## config.mk

```make
export PLATFORM = sky130hd
export DESIGN_NAME = mips_multicycle_ctrl
export DESIGN_NICKNAME = d
export VERILOG_FILES = /design/src/rtl/mips_ctrl_pkg.sv /design/src/rtl/mips_ctrl_decode.sv /design/src/rtl/mips_multicycle_ctrl.sv
export SDC_FILE = /design/constraint.sdc
export NUM_CORES = 1
export LEC_CHECK = 0
export CORE_MARGIN = 2
export CORE_UTILIZATION = 41
export DETAILED_ROUTE_END_ITERATION = 8
export HOLD_SLACK_MARGIN = 0.03
export PLACE_DENSITY_LB_ADDON = 0.3
export SLEW_MARGIN = 40
export SYNTH_ARGS = -nofsm -noshare
export SYNTH_HDL_FRONTEND = slang
export SYNTH_SLANG_ARGS = --single-unit
```

## constraint.sdc

```tcl
create_clock -name clk -period 2.8 [get_ports clk]
set_input_delay 0.84 -clock clk [delete_from_list [all_inputs] [get_ports clk]]
set_output_delay 0.84 -clock clk [all_outputs]
set_load 0.01 [all_outputs]
```

## src/rtl/mips_ctrl_pkg.sv

```systemverilog
// Shared encodings for the multi-cycle MIPS control unit: opcodes, funct, ALU/mux selects,
// FSM state enum and the packed control word.
package mips_ctrl_pkg;

  localparam logic [5:0] OP_RTYPE = 6'b000000;
  localparam logic [5:0] OP_ADDI  = 6'b001000;
  localparam logic [5:0] OP_LW    = 6'b100011;
  localparam logic [5:0] OP_SW    = 6'b101011;
  localparam logic [5:0] OP_J     = 6'b000010;
  localparam logic [5:0] OP_BEQ   = 6'b000100;
  localparam logic [5:0] OP_BNE   = 6'b000101;

  localparam logic [5:0] FN_ADD = 6'b100000;

  localparam logic [1:0] ALUOP_ADD   = 2'b00;
  localparam logic [1:0] ALUOP_SUB   = 2'b01;
  localparam logic [1:0] ALUOP_FUNCT = 2'b10;

  localparam logic [1:0] PCSRC_ALU    = 2'b00;
  localparam logic [1:0] PCSRC_ALUOUT = 2'b01;
  localparam logic [1:0] PCSRC_JUMP   = 2'b10;

  localparam logic [1:0] SRCB_RT     = 2'b00;
  localparam logic [1:0] SRCB_FOUR   = 2'b01;
  localparam logic [1:0] SRCB_IMM    = 2'b10;
  localparam logic [1:0] SRCB_IMM_SH = 2'b11;

  typedef enum logic [3:0] {
    S_FETCH    = 4'd0,
    S_DECODE   = 4'd1,
    S_EXEC_R   = 4'd2,
    S_WB_R     = 4'd3,
    S_EXEC_I   = 4'd4,
    S_WB_I     = 4'd5,
    S_MEM_ADDR = 4'd6,
    S_MEM_RD   = 4'd7,
    S_WB_MEM   = 4'd8,
    S_MEM_WR   = 4'd9,
    S_BRANCH   = 4'd10,
    S_JUMP     = 4'd11
`ifdef MIPS_CTRL_TRAP_EN
    , S_TRAP   = 4'd12
`endif
  } state_t;

  typedef struct packed {
    logic       pc_en;
    logic [1:0] pc_src;
    logic       iord;
    logic       mem_read;
    logic       mem_write;
    logic       ir_write;
    logic       reg_dst;
    logic       mem_to_reg;
    logic       reg_write;
    logic       alu_src_a;
    logic [1:0] alu_src_b;
    logic [1:0] alu_op;
    logic       illegal;
    logic       bus_err;
  } ctrl_t;

endpackage

```

## src/rtl/mips_ctrl_decode.sv

```systemverilog
// Combinational dispatch decoder: opcode/funct -> first post-DECODE state, or illegal flag.
// Zero latency, no handshake.
module mips_ctrl_decode
  import mips_ctrl_pkg::*;
#(
  parameter int OPCODE_W = 6,
  parameter int FUNCT_W  = 6
) (
  input  logic [OPCODE_W-1:0] opcode,
  input  logic [FUNCT_W-1:0]  funct,
  output state_t              target,
  output logic                illegal
);

  always_comb begin
    target  = S_FETCH;
    illegal = 1'b0;
    case (opcode)
      OP_RTYPE: begin
        if (funct == FN_ADD) target = S_EXEC_R;
        else                 illegal = 1'b1;
      end
      OP_ADDI:        target = S_EXEC_I;
      OP_LW, OP_SW:   target = S_MEM_ADDR;
      OP_BEQ, OP_BNE: target = S_BRANCH;
      OP_J:           target = S_JUMP;
      default:        illegal = 1'b1;
    endcase
  end

endmodule

```

## src/rtl/mips_multicycle_ctrl.sv

```systemverilog
// Multi-cycle MIPS control FSM: Moore control word per state, memory states stall on mem_ready
// with a bounded wait (bus_err). Build macro MIPS_CTRL_TRAP_EN parks faults in a sticky TRAP state.
module mips_multicycle_ctrl
  import mips_ctrl_pkg::*;
#(
  parameter int OPCODE_W = 6,
  parameter int FUNCT_W  = 6,
  parameter int ALUOP_W  = 2,
  parameter int WAIT_MAX = 15,
  parameter int WAIT_W   = 4
) (
  input  logic                clk,
  input  logic                reset,
  input  logic [OPCODE_W-1:0] opcode,
  input  logic [FUNCT_W-1:0]  funct,
  input  logic                zero,
  input  logic                mem_ready,
  output logic                pc_en,
  output logic [1:0]          pc_src,
  output logic                iord,
  output logic                mem_read,
  output logic                mem_write,
  output logic                ir_write,
  output logic                reg_dst,
  output logic                mem_to_reg,
  output logic                reg_write,
  output logic                alu_src_a,
  output logic [1:0]          alu_src_b,
  output logic [ALUOP_W-1:0]  alu_op,
  output logic [3:0]          state_o,
  output logic                illegal,
  output logic                bus_err
);

  state_t              state_q, state_d;
  logic [WAIT_W-1:0]   wait_q, wait_d;
  logic [OPCODE_W-1:0] op_q, op_d;
  state_t              dec_target;
  logic                dec_illegal;
  logic                mem_wait, timeout;
  ctrl_t               ctrl;
`ifdef MIPS_CTRL_TRAP_EN
  logic                trap_ill_q, trap_ill_d, trap_bus_q, trap_bus_d;
`endif

  mips_ctrl_decode #(
    .OPCODE_W (OPCODE_W),
    .FUNCT_W  (FUNCT_W)
  ) u_decode (
    .opcode  (opcode),
    .funct   (funct),
    .target  (dec_target),
    .illegal (dec_illegal)
  );

  assign mem_wait = (state_q inside {S_FETCH, S_MEM_RD, S_MEM_WR}) && !mem_ready;
  assign timeout  = (WAIT_MAX > 0) && mem_wait && (int'(wait_q) == WAIT_MAX - 1);

  always_comb begin
    state_d = state_q;
    op_d    = op_q;
    wait_d  = '0;
    ctrl    = '0;
`ifdef MIPS_CTRL_TRAP_EN
    trap_ill_d = trap_ill_q;
    trap_bus_d = trap_bus_q;
`endif
    case (state_q)
      S_FETCH: begin
        ctrl.mem_read  = 1'b1;
        ctrl.alu_src_b = SRCB_FOUR;
        ctrl.alu_op    = ALUOP_ADD;
        ctrl.pc_src    = PCSRC_ALU;
        ctrl.ir_write  = mem_ready;
        ctrl.pc_en     = mem_ready;
        if (mem_ready) state_d = S_DECODE;
      end
      S_DECODE: begin
        ctrl.alu_src_b = SRCB_IMM_SH;
        ctrl.alu_op    = ALUOP_ADD;
        op_d           = opcode;
        if (dec_illegal) begin
          ctrl.illegal = 1'b1;
`ifdef MIPS_CTRL_TRAP_EN
          trap_ill_d = 1'b1;
          state_d    = S_TRAP;
`else
          state_d    = S_FETCH;
`endif
        end else begin
          state_d = dec_target;
        end
      end
      S_EXEC_R: begin
        ctrl.alu_src_a = 1'b1;
        ctrl.alu_src_b = SRCB_RT;
        ctrl.alu_op    = ALUOP_FUNCT;
        state_d        = S_WB_R;
      end
      S_WB_R: begin
        ctrl.reg_dst   = 1'b1;
        ctrl.reg_write = 1'b1;
        state_d        = S_FETCH;
      end
      S_EXEC_I, S_MEM_ADDR: begin
        ctrl.alu_src_a = 1'b1;
        ctrl.alu_src_b = SRCB_IMM;
        ctrl.alu_op    = ALUOP_ADD;
        if (state_q == S_EXEC_I)  state_d = S_WB_I;
        else if (op_q == OP_SW)   state_d = S_MEM_WR;
        else                      state_d = S_MEM_RD;
      end
      S_WB_I: begin
        ctrl.reg_write = 1'b1;
        state_d        = S_FETCH;
      end
      S_MEM_RD: begin
        ctrl.mem_read = 1'b1;
        ctrl.iord     = 1'b1;
        if (mem_ready) state_d = S_WB_MEM;
      end
      S_WB_MEM: begin
        ctrl.mem_to_reg = 1'b1;
        ctrl.reg_write  = 1'b1;
        state_d         = S_FETCH;
      end
      S_MEM_WR: begin
        ctrl.mem_write = 1'b1;
        ctrl.iord      = 1'b1;
        if (mem_ready) state_d = S_FETCH;
      end
      S_BRANCH: begin
        ctrl.alu_src_a = 1'b1;
        ctrl.alu_src_b = SRCB_RT;
        ctrl.alu_op    = ALUOP_SUB;
        ctrl.pc_src    = PCSRC_ALUOUT;
        ctrl.pc_en     = (op_q == OP_BNE) ? ~zero : zero;
        state_d        = S_FETCH;
      end
      S_JUMP: begin
        ctrl.pc_src = PCSRC_JUMP;
        ctrl.pc_en  = 1'b1;
        state_d     = S_FETCH;
      end
`ifdef MIPS_CTRL_TRAP_EN
      S_TRAP: begin
        ctrl.illegal = trap_ill_q;
        ctrl.bus_err = trap_bus_q;
      end
`endif
      default: state_d = S_FETCH;
    endcase

    // Timeout implies mem_ready=0, so no IR/PC/register write is already in flight.
    if (timeout) begin
      ctrl.bus_err = 1'b1;
`ifdef MIPS_CTRL_TRAP_EN
      trap_bus_d = 1'b1;
      state_d    = S_TRAP;
`else
      state_d    = S_FETCH;
`endif
    end else if (mem_wait) begin
      wait_d = (wait_q == '1) ? wait_q : wait_q + 1'b1;
    end

    if (reset) ctrl = '0;
  end

  always_ff @(posedge clk) begin
    if (reset) begin
      state_q <= S_FETCH;
      wait_q  <= '0;
      op_q    <= '0;
`ifdef MIPS_CTRL_TRAP_EN
      trap_ill_q <= 1'b0;
      trap_bus_q <= 1'b0;
`endif
    end else begin
      state_q <= state_d;
      wait_q  <= wait_d;
      op_q    <= op_d;
`ifdef MIPS_CTRL_TRAP_EN
      trap_ill_q <= trap_ill_d;
      trap_bus_q <= trap_bus_d;
`endif
    end
  end

  assign pc_en      = ctrl.pc_en;
  assign pc_src     = ctrl.pc_src;
  assign iord       = ctrl.iord;
  assign mem_read   = ctrl.mem_read;
  assign mem_write  = ctrl.mem_write;
  assign ir_write   = ctrl.ir_write;
  assign reg_dst    = ctrl.reg_dst;
  assign mem_to_reg = ctrl.mem_to_reg;
  assign reg_write  = ctrl.reg_write;
  assign alu_src_a  = ctrl.alu_src_a;
  assign alu_src_b  = ctrl.alu_src_b;
  assign alu_op     = ALUOP_W'(ctrl.alu_op);
  assign illegal    = ctrl.illegal;
  assign bus_err    = ctrl.bus_err;
  assign state_o    = reset ? 4'd0 : state_q;

endmodule

```

# ---- After elaboration in Yosys (flattened, before gate mapping)
# Cells that the tools add are included.
dict set report totals {
  register_bits 14
  latchBits 0
  ramBits 0
  romBits 0
  inputBits 16
  output_inout_bits 21
  elab_cells 75
  n_memories 0
}
dict set report op_classes {
  add_sub_neg 1
  multipliers 0
  div_mod_pow 0
  n_lt_le_gt_ge 0
  n_eq_ne 25
  n_shift 0
  muxes 27
  n_bitwise 2
  reduce_logical 17
}
# cell count
set ops {}
lappend ops {{$pmux W4 S5} 2}
lappend ops {{$mux W4} 7}
lappend ops {{$eq A6 B6 Y1 const B} 4}
lappend ops {{$pmux W4 S6} 1}
lappend ops {{$eq A4 B4 Y1 const B} 5}
lappend ops {{$eq A6 B3 Y1 const B} 3}
lappend ops {{$mux W17} 1}
lappend ops {{$eq A4 B3 Y1 const B} 4}
lappend ops {{$mux W1} 13}
lappend ops {{$eq A4 B2 Y1 const B} 3}
lappend ops {{$reduce_or A2 Y1} 6}
lappend ops {{$pmux W3 S3} 1}
lappend ops {{$eq A6 B2 Y1 const B} 1}
lappend ops {{$eq A6 B4 Y1 const B} 1}
lappend ops {{$logic_not A6 Y1} 1}
lappend ops {{$ne A2 B2 Y1 const B} 3}
lappend ops {{$reduce_or A3 Y1} 2}
lappend ops {{$reduce_or A6 Y1} 1}
lappend ops {{$add A4 B1 Y4 const B} 1}
lappend ops {{$eq A4 B1 Y1 const B} 1}
lappend ops {{$logic_not A4 Y1} 1}
lappend ops {{$reduce_or A4 Y1} 1}
lappend ops {{$reduce_and A3 Y1} 1}
lappend ops {{$reduce_bool A3 Y1} 1}
lappend ops {{5 further kinds} 7}

# ---- Depth between registers and ports, before layout
# Gate-level depths: netlist of run 1.
dict set report logic_depth {
  ltp_word 6
  mapped_depth 7
}

# ---- Hierarchy
# A second synthesis of run 1 with hierarchy kept.
dict set report hier_totals {
  cells_unflattened 170
  area_unflattened_um2 1247.4
}
# mod n_inst cells_each area_each_um2 seq_area_each_um2
set modules_own_cells {}
lappend modules_own_cells {mips_multicycle_ctrl 1 147 1083.5 280.3}
lappend modules_own_cells {mips_ctrl_decode 1 23 163.9 0.0}

# ---- Least setup slack after synthesis of run 1
# OpenSTA, ideal clock, no wires.
dict set report synth_path {
  path_kind {input-to-output}
  startpoint {input opcode[2]}
  endpoint {output illegal}
  arrival_ps 2042
  slack_ps -82
  stages 5
  path_buffers 1
  path_cell_list {buf_6 or4_4 a311oi_2 nor2_1 a21oi_1}
}
dict set report synth_via {
  elab_chain_cells 6
}
# item line_no
set synth_rtl {}
lappend synth_rtl {{from (decl)} mips_multicycle_ctrl.sv:14} ;# input logic [OPCODE_W-1:0] opcode,
lappend synth_rtl {{$eq A6 B4 Y1, or another cell as far along} mips_ctrl_decode.sv:18} ;# case (opcode)
lappend synth_rtl {{$reduce_or A6 Y1 (no source line)} -}
lappend synth_rtl {{$pmux W1 S2 (*)} mips_ctrl_decode.sv:18}
lappend synth_rtl {{$mux W1 (*)} mips_multicycle_ctrl.sv:82} ;# if (dec_illegal) begin
lappend synth_rtl {{$mux W1 (*)} mips_multicycle_ctrl.sv:68} ;# case (state_q)
lappend synth_rtl {{$mux W17 (*)} mips_multicycle_ctrl.sv:167} ;# if (reset) ctrl = '0;
lappend synth_rtl {{to (decl)} mips_multicycle_ctrl.sv:31} ;# output logic illegal,
# Every way passes the cells marked *; elsewhere a longest branch is shown, timed or not.

# ---- Worst setup path after layout of run 1
dict set report layout_path {
  startpoint {input opcode[3]}
  endpoint {output illegal}
}
# The elaborated chain is that of the path after synthesis.

==> results of run 1 <==
[state kept, by name, indices dropped and copies added, names as in the netlist]
| signal | cells |
|---|---|
| op_q | 6 |
| state_q | 4 |
| wait_q | 4 |
[cell usage after synthesis (2+ instances only)]
library cell  count  area share
nor2_1           27       0.088
dfxtp_1          14        0.24
nand2_1           9       0.029
nand3_1           9       0.039
mux2i_1           8       0.069
nor3_1            8       0.035
a21oi_1           7       0.030
nand2b_1          7       0.038
clkbuf_1          6       0.020
a211oi_1          5       0.033
inv_1             5       0.016
nor4_1            3       0.016
a31oi_1           2       0.011
buf_6             2       0.020
ha_1              2       0.022
nor2b_1           2       0.011
nor3_2            2       0.017
nor4b_1           2       0.015
or3_1             2       0.011
xor2_1            2       0.015
[kinds of logic (layout without fill, tap and decap cells)]
| kind of cell | Yosys count | after routing | synth area share |
|---|---|---|---|
| XOR/XNOR | 3 | 3 | 0.0228 |
| buffers and inverters | 16 | 69 | 0.0780 |
| AO/OA/AOI/OAI | 26 | 26 | 0.171 |
| flip-flops | 14 | 14 | 0.243 |
| multiplexers | 8 | 8 | 0.0693 |
| adder cells (fa/ha/maj) | 2 | 2 | 0.0217 |
| AND/OR/NAND/NOR | 82 | 82 | 0.394 |
[final cells by class]
cell class | count | area share
inverter | 5 | 0.0112
timing repair buffer | 60 | 0.302
sequential | 14 | 0.167
tap | 31 | 0.0230
multi-input combinational | 121 | 0.476
clock buffer | 4 | 0.0216
[report_power, final]
part           internal (mW)  switching (mW)
Sequential             0.212         0.00983
Clock                 0.0789          0.0578
Combinational         0.0997          0.0932
[per-stage QoR]
step	setup TNS, ns	std cells
after floorplan	0	151
after detailed placement	-7.39	230
after CTS	-0.248	234
after global placement	-7.02	230
after global routing	-0.154	235
final	-0.0602	235
[routing by layer]
metal / vias to the layer above / track usage / part of all wire / wire length [µm]
met5: - / 0 / 0 / 0
met4: 0 / 0.0299 / 0.0072 / 21
li1: 650 / - / - / -
met3: 2 / 0.0227 / 0.040 / 117
met2: 29 / 0.355 / 0.52 / 1530
met1: 580 / 0.213 / 0.43 / 1250
[what timing repair did]
item / in CTS / in global routing
setup endpoints to repair: 21 / 8
cloned: 0 / 0
pin swaps: 6 / 7
setup buffers: 0 / 1
resized for setup: 49 / 18
[worst max-delay path, stage by stage]
cell	delay (ns)
buf_6	0.09
or4_4	0.53
a311oi_2	0.23
nor2_1	0.08
a21oi_2	0.11
buf_2	0.14
[final timing paths]
kind               from          to  slack [ns]  depth (start not counted)
max           opcode[3]     illegal       -0.06                          6
min reg2reg     op_q[4]     op_q[4]        0.49                          2
max reg2reg  state_q[0]  state_q[3]        0.86                          6
min             op_q[4]     op_q[4]        0.49                          2
==> impl_metrics.ini, run 1 <==
[worst_setup_path]
required_ns = 1.96
worstPathArrival_ns = 2.02
path_class = in2out
crit_fanout = 2
end_kind = output pin
start_kind = input port

[cts]
clk_latency_ns = 0.27
clk_path_buf_depth = 2
tritoncts = built
root_buffer = clkbuf_4
clkTransAtPathRegs_ns = 0.07
cts_hold_buf = 0
cts-buffers-inserted = 3
cts_sinks = 14
htreeDepth = 1

[finish]
fin_util = 0.621
area_delta_synth_final_pct = 45.7
fill_cells = 242
ff_latch_area_um2 = 280
drive_above_1_share = 0.260
final_area_um2 = 1680
multi_input_area_um2 = 801
nets = 223
antennaDiodeCount = 0
layout_common_cells = nor2_1 (26), buf_4 (21), dfxtp_1 (14), dlygate4sd2_1 (10)
final_common_cell = nor2_1

[floorplanning]
initial_core_util = 0.426
die_area_um2 = 3260
row_count = 19
ios = 37
core_um2 = 2710
die_w_um = 57.1
fp.dieH_um = 57.1

[sta]
setup_ws_ns = -0.0602
worst_slew_pin_slew_ns = 0.394
setup_viol = 1
rsz0062_at_grt = true
finClkSkew_ns = 0.00498
hold_viol = 0
period_minus_slack_ns = 2.86
fmax_mhz = 350
holdWs_ns = 0.493
period_share = 1.02
slew_violations = 0
maxSlewHeadroom = 0.730

[synthesis]
yosysUniqueCellTypes = 47
yosysSeqAreaShare = 0.243
synth_area_um2 = 1150
ys_warn_count = 0
synth.avg_cell_area_um2 = 7.65
yosys_most_used_dff = dfxtp_1
syn_inst = 151
synth_fp_nets = 169
synth_seq_cells = 14
synth-edff-count = 0
synth-async-reset-ratio = 0

[drt]
wl_per_cell_um = 12.4
drtIter0Drc = 22
vias = 1261
firstDrtPassIters = 4
routed_wl_um = 2920
postRouteAntennaNets = 0
vias_per_cell = 5.37
drcViolationCount = 0

[power_and_ir_drop]
p_leak_nw = 0.780
ir_worst_vdd_mv = 0.521
power.density_nw_per_um2 = 328
finalPower_uw = 552

[placed_design]
portBuffers = 36
dpl_cell_area_um2 = 1660
dpl.hpwl_um = 2390
pre_cts_ws_ns = -0.838
place_congestion = 0.824

[min_path]
hp-class = reg2reg

[outcome]
status = finished, violations left
violations = negative setup slack

[grt]
grt_max_degree = 24
grt_pass1_vias = 1199
grt_pass1_wl_um = 4940
track_usage = 0.182
gr-total-overflow = 0
antenna_found_initial = 0

[run]
drv_cap = 0
Power figures use the tool's default switching activity.
==> run 2: changes to the inputs <==
Settings changed: CTS_CLUSTER_SIZE from default to 28.
==> results of run 2 <==
No change in the layout: final DEF, timing and power equal those of run 1.
==> run 3: changes to the inputs <==
Settings changed: CORE_ASPECT_RATIO from default to 1.2.
==> run 3 against run 2 <==
The flow still finishes with violations (negative setup slack); routed wire length fell by 1.4%; worst hold slack improved by 0.0050 ns; via count rose by 1.7%; clock power barely moved; first-iteration DRC count rose by 32%; core utilization rose by 1.6 points; global-route usage rose by 0.20 points; sequential share of layout area fell by 0.48 points; highest routed layer unchanged.
==> impl_metrics.ini, run 3 (synthesis gave the netlist of run 1 again) <==
[outcome]
status = finished, violations left
violations = negative setup slack

[grt]
track_usage = 0.184
grt_pass1_vias = 1137
grt_max_degree = 24
gr-total-overflow = 0
antenna_found_initial = 0
grt_pass1_wl_um = 4860

[power_and_ir_drop]
power_switching_share = 0.292
p_int_uw = 393
power.density_nw_per_um2 = 319
p_switching_uw = 162
p_leak_nw = 0.800
finalPower_uw = 555
share_comb_of_total_power = 0.355
seqPwrFrac = 0.400
power_frac_clock = 0.245
ir_worst_vdd_mv = 0.381

[worst_setup_path]
path_delay_family = simple AND/OR/NAND/NOR gates
path_class = in2out
worstPathArrival_ns = 2.03
slowest_delay_ns = 0.54
end_kind = output pin
required_ns = 1.96
worst-path-buf-inv = 2
crit_fanout = 2
start_kind = input port
cp_cell_sequence = buf_6 -> or4_4 -> a311oi_2 -> nor2_1 -> a21oi_2 -> buf_2
cpMaxStageDelayCell = or4_4

[sta]
slew_violations = 0
setup_viol = 1
maxSlewHeadroom = 0.687
finClkSkew_ns = 0.00100
setup_ws_ns = -0.0715
period_share = 1.03
fmax_mhz = 348
worst_slew_pin_slew_ns = 0.457
hold_viol = 0
rsz0062_at_grt = true
period_minus_slack_ns = 2.87

[cts]
cts-buffers-inserted = 3
cts_hold_buf = 0
clk_path_buf_depth = 2
root_buffer = clkbuf_4
tritoncts = built
clk_latency_ns = 0.26
htreeDepth = 1
clkTransAtPathRegs_ns = 0.08
cts_sinks = 14

[finish]
final_area_um2 = 1740
drive_above_1_share = 0.282
area_delta_synth_final_pct = 50.7
regMostFlops = op_q
nets = 225
layout_common_cells = nor2_1 (26), buf_4 (24), dfxtp_1 (13)
antennaDiodeCount = 0
final_common_cell = nor2_1
reg_top3 = op_q (6), state_q (4), wait_q (4)
largest_register_ffs = 6

[drt]
routed_wl_um = 2880
drtIter0Drc = 29
firstDrtPassIters = 4
wl_per_cell_um = 12.0
vias_per_cell = 5.35
postRouteAntennaNets = 0
drcViolationCount = 0
vias = 1283

[floorplanning]
row_count = 21
core_um2 = 2730
fp.dieH_um = 62.1
die_w_um = 52.5
ios = 37
initial_core_util = 0.423
die_area_um2 = 3260

[run]
drv_cap = 0

[placed_design]
dpl_cell_area_um2 = 1660
place_congestion = 0.804
portBuffers = 36
dpl.hpwl_um = 2290

[min_path]
hp-class = reg2reg
## run 3: layout make-up
class,instances,area [µm²]
inverter,5,18.8
clock buffer,4,36.3
multi-input combinational,121,823
fill,263,992
timing repair buffer,62,538
tap,34,42.5
sequential,14,282
## run 3: worst reg2reg max path, stage by stage (launching register included)
cell	delay, ns
dfxtp_1	0.34
buf_4	0.18
xor2_2	0.18
a211oi_1	0.30
or2b_1	0.31
a2111oi_0	0.39
a221o_1	0.21
## run 3: per-stage QoR
step	util	setup slack [ns]	cells	TNS [ns]	hold slack, ns
after global routing	0.637	-0.0987	240	-0.0987	0.514
after floorplan	-	0.0215	151	0	0.451
after global placement	0.609	-0.785	233	-7.06	0.486
after CTS	0.616	-0.142	238	-0.142	0.501
final	0.637	-0.0715	240	-0.0715	0.498
after detailed placement	0.609	-0.840	233	-7.15	0.479
## run 3: path summary, 6_finish.rpt
| check | from | endpoint | slack, ns | cells past startpoint |
|---|---|---|---|---|
| worst max-delay path | opcode[5] | illegal | -0.07 | 6 |
| worst min-delay path | op_q[4] | op_q[4] | 0.50 | 2 |
| worst min register to register | op_q[4] | op_q[4] | 0.50 | 2 |
| worst max register to register | state_q[1] | state_q[2] | 0.83 | 6 |
## run 3: power groups by stage
| stage | sequential, mW | clock (mW) | combinational (mW) |
|---|---|---|---|
| after global placement | 0.226 | 0 | 0.194 |
| after global routing | 0.224 | 0.151 | 0.216 |
| after floorplan | 0.223 | 0 | 0.114 |
| after CTS | 0.222 | 0.141 | 0.192 |
| after detailed placement | 0.227 | 0 | 0.199 |
| final | 0.222 | 0.136 | 0.197 |
## run 3: repair_timing
action / 4_1_cts / 5_1_grt
endpoints found under the hold margin: 0 / 0
buffers inserted: 1 / 2
setup endpoints to repair: 21 / 10
gates resized for setup: 50 / 24
pin swaps: 6 / 8
## run 3: metal layers
layer	share of wire	GRT usage	vias up
li1	-	-	656
met1	0.43	0.241	585
met2	0.51	0.308	38
met3	0.051	0.0313	4
met4	0.010	0.0417	0
met5	0	0	-
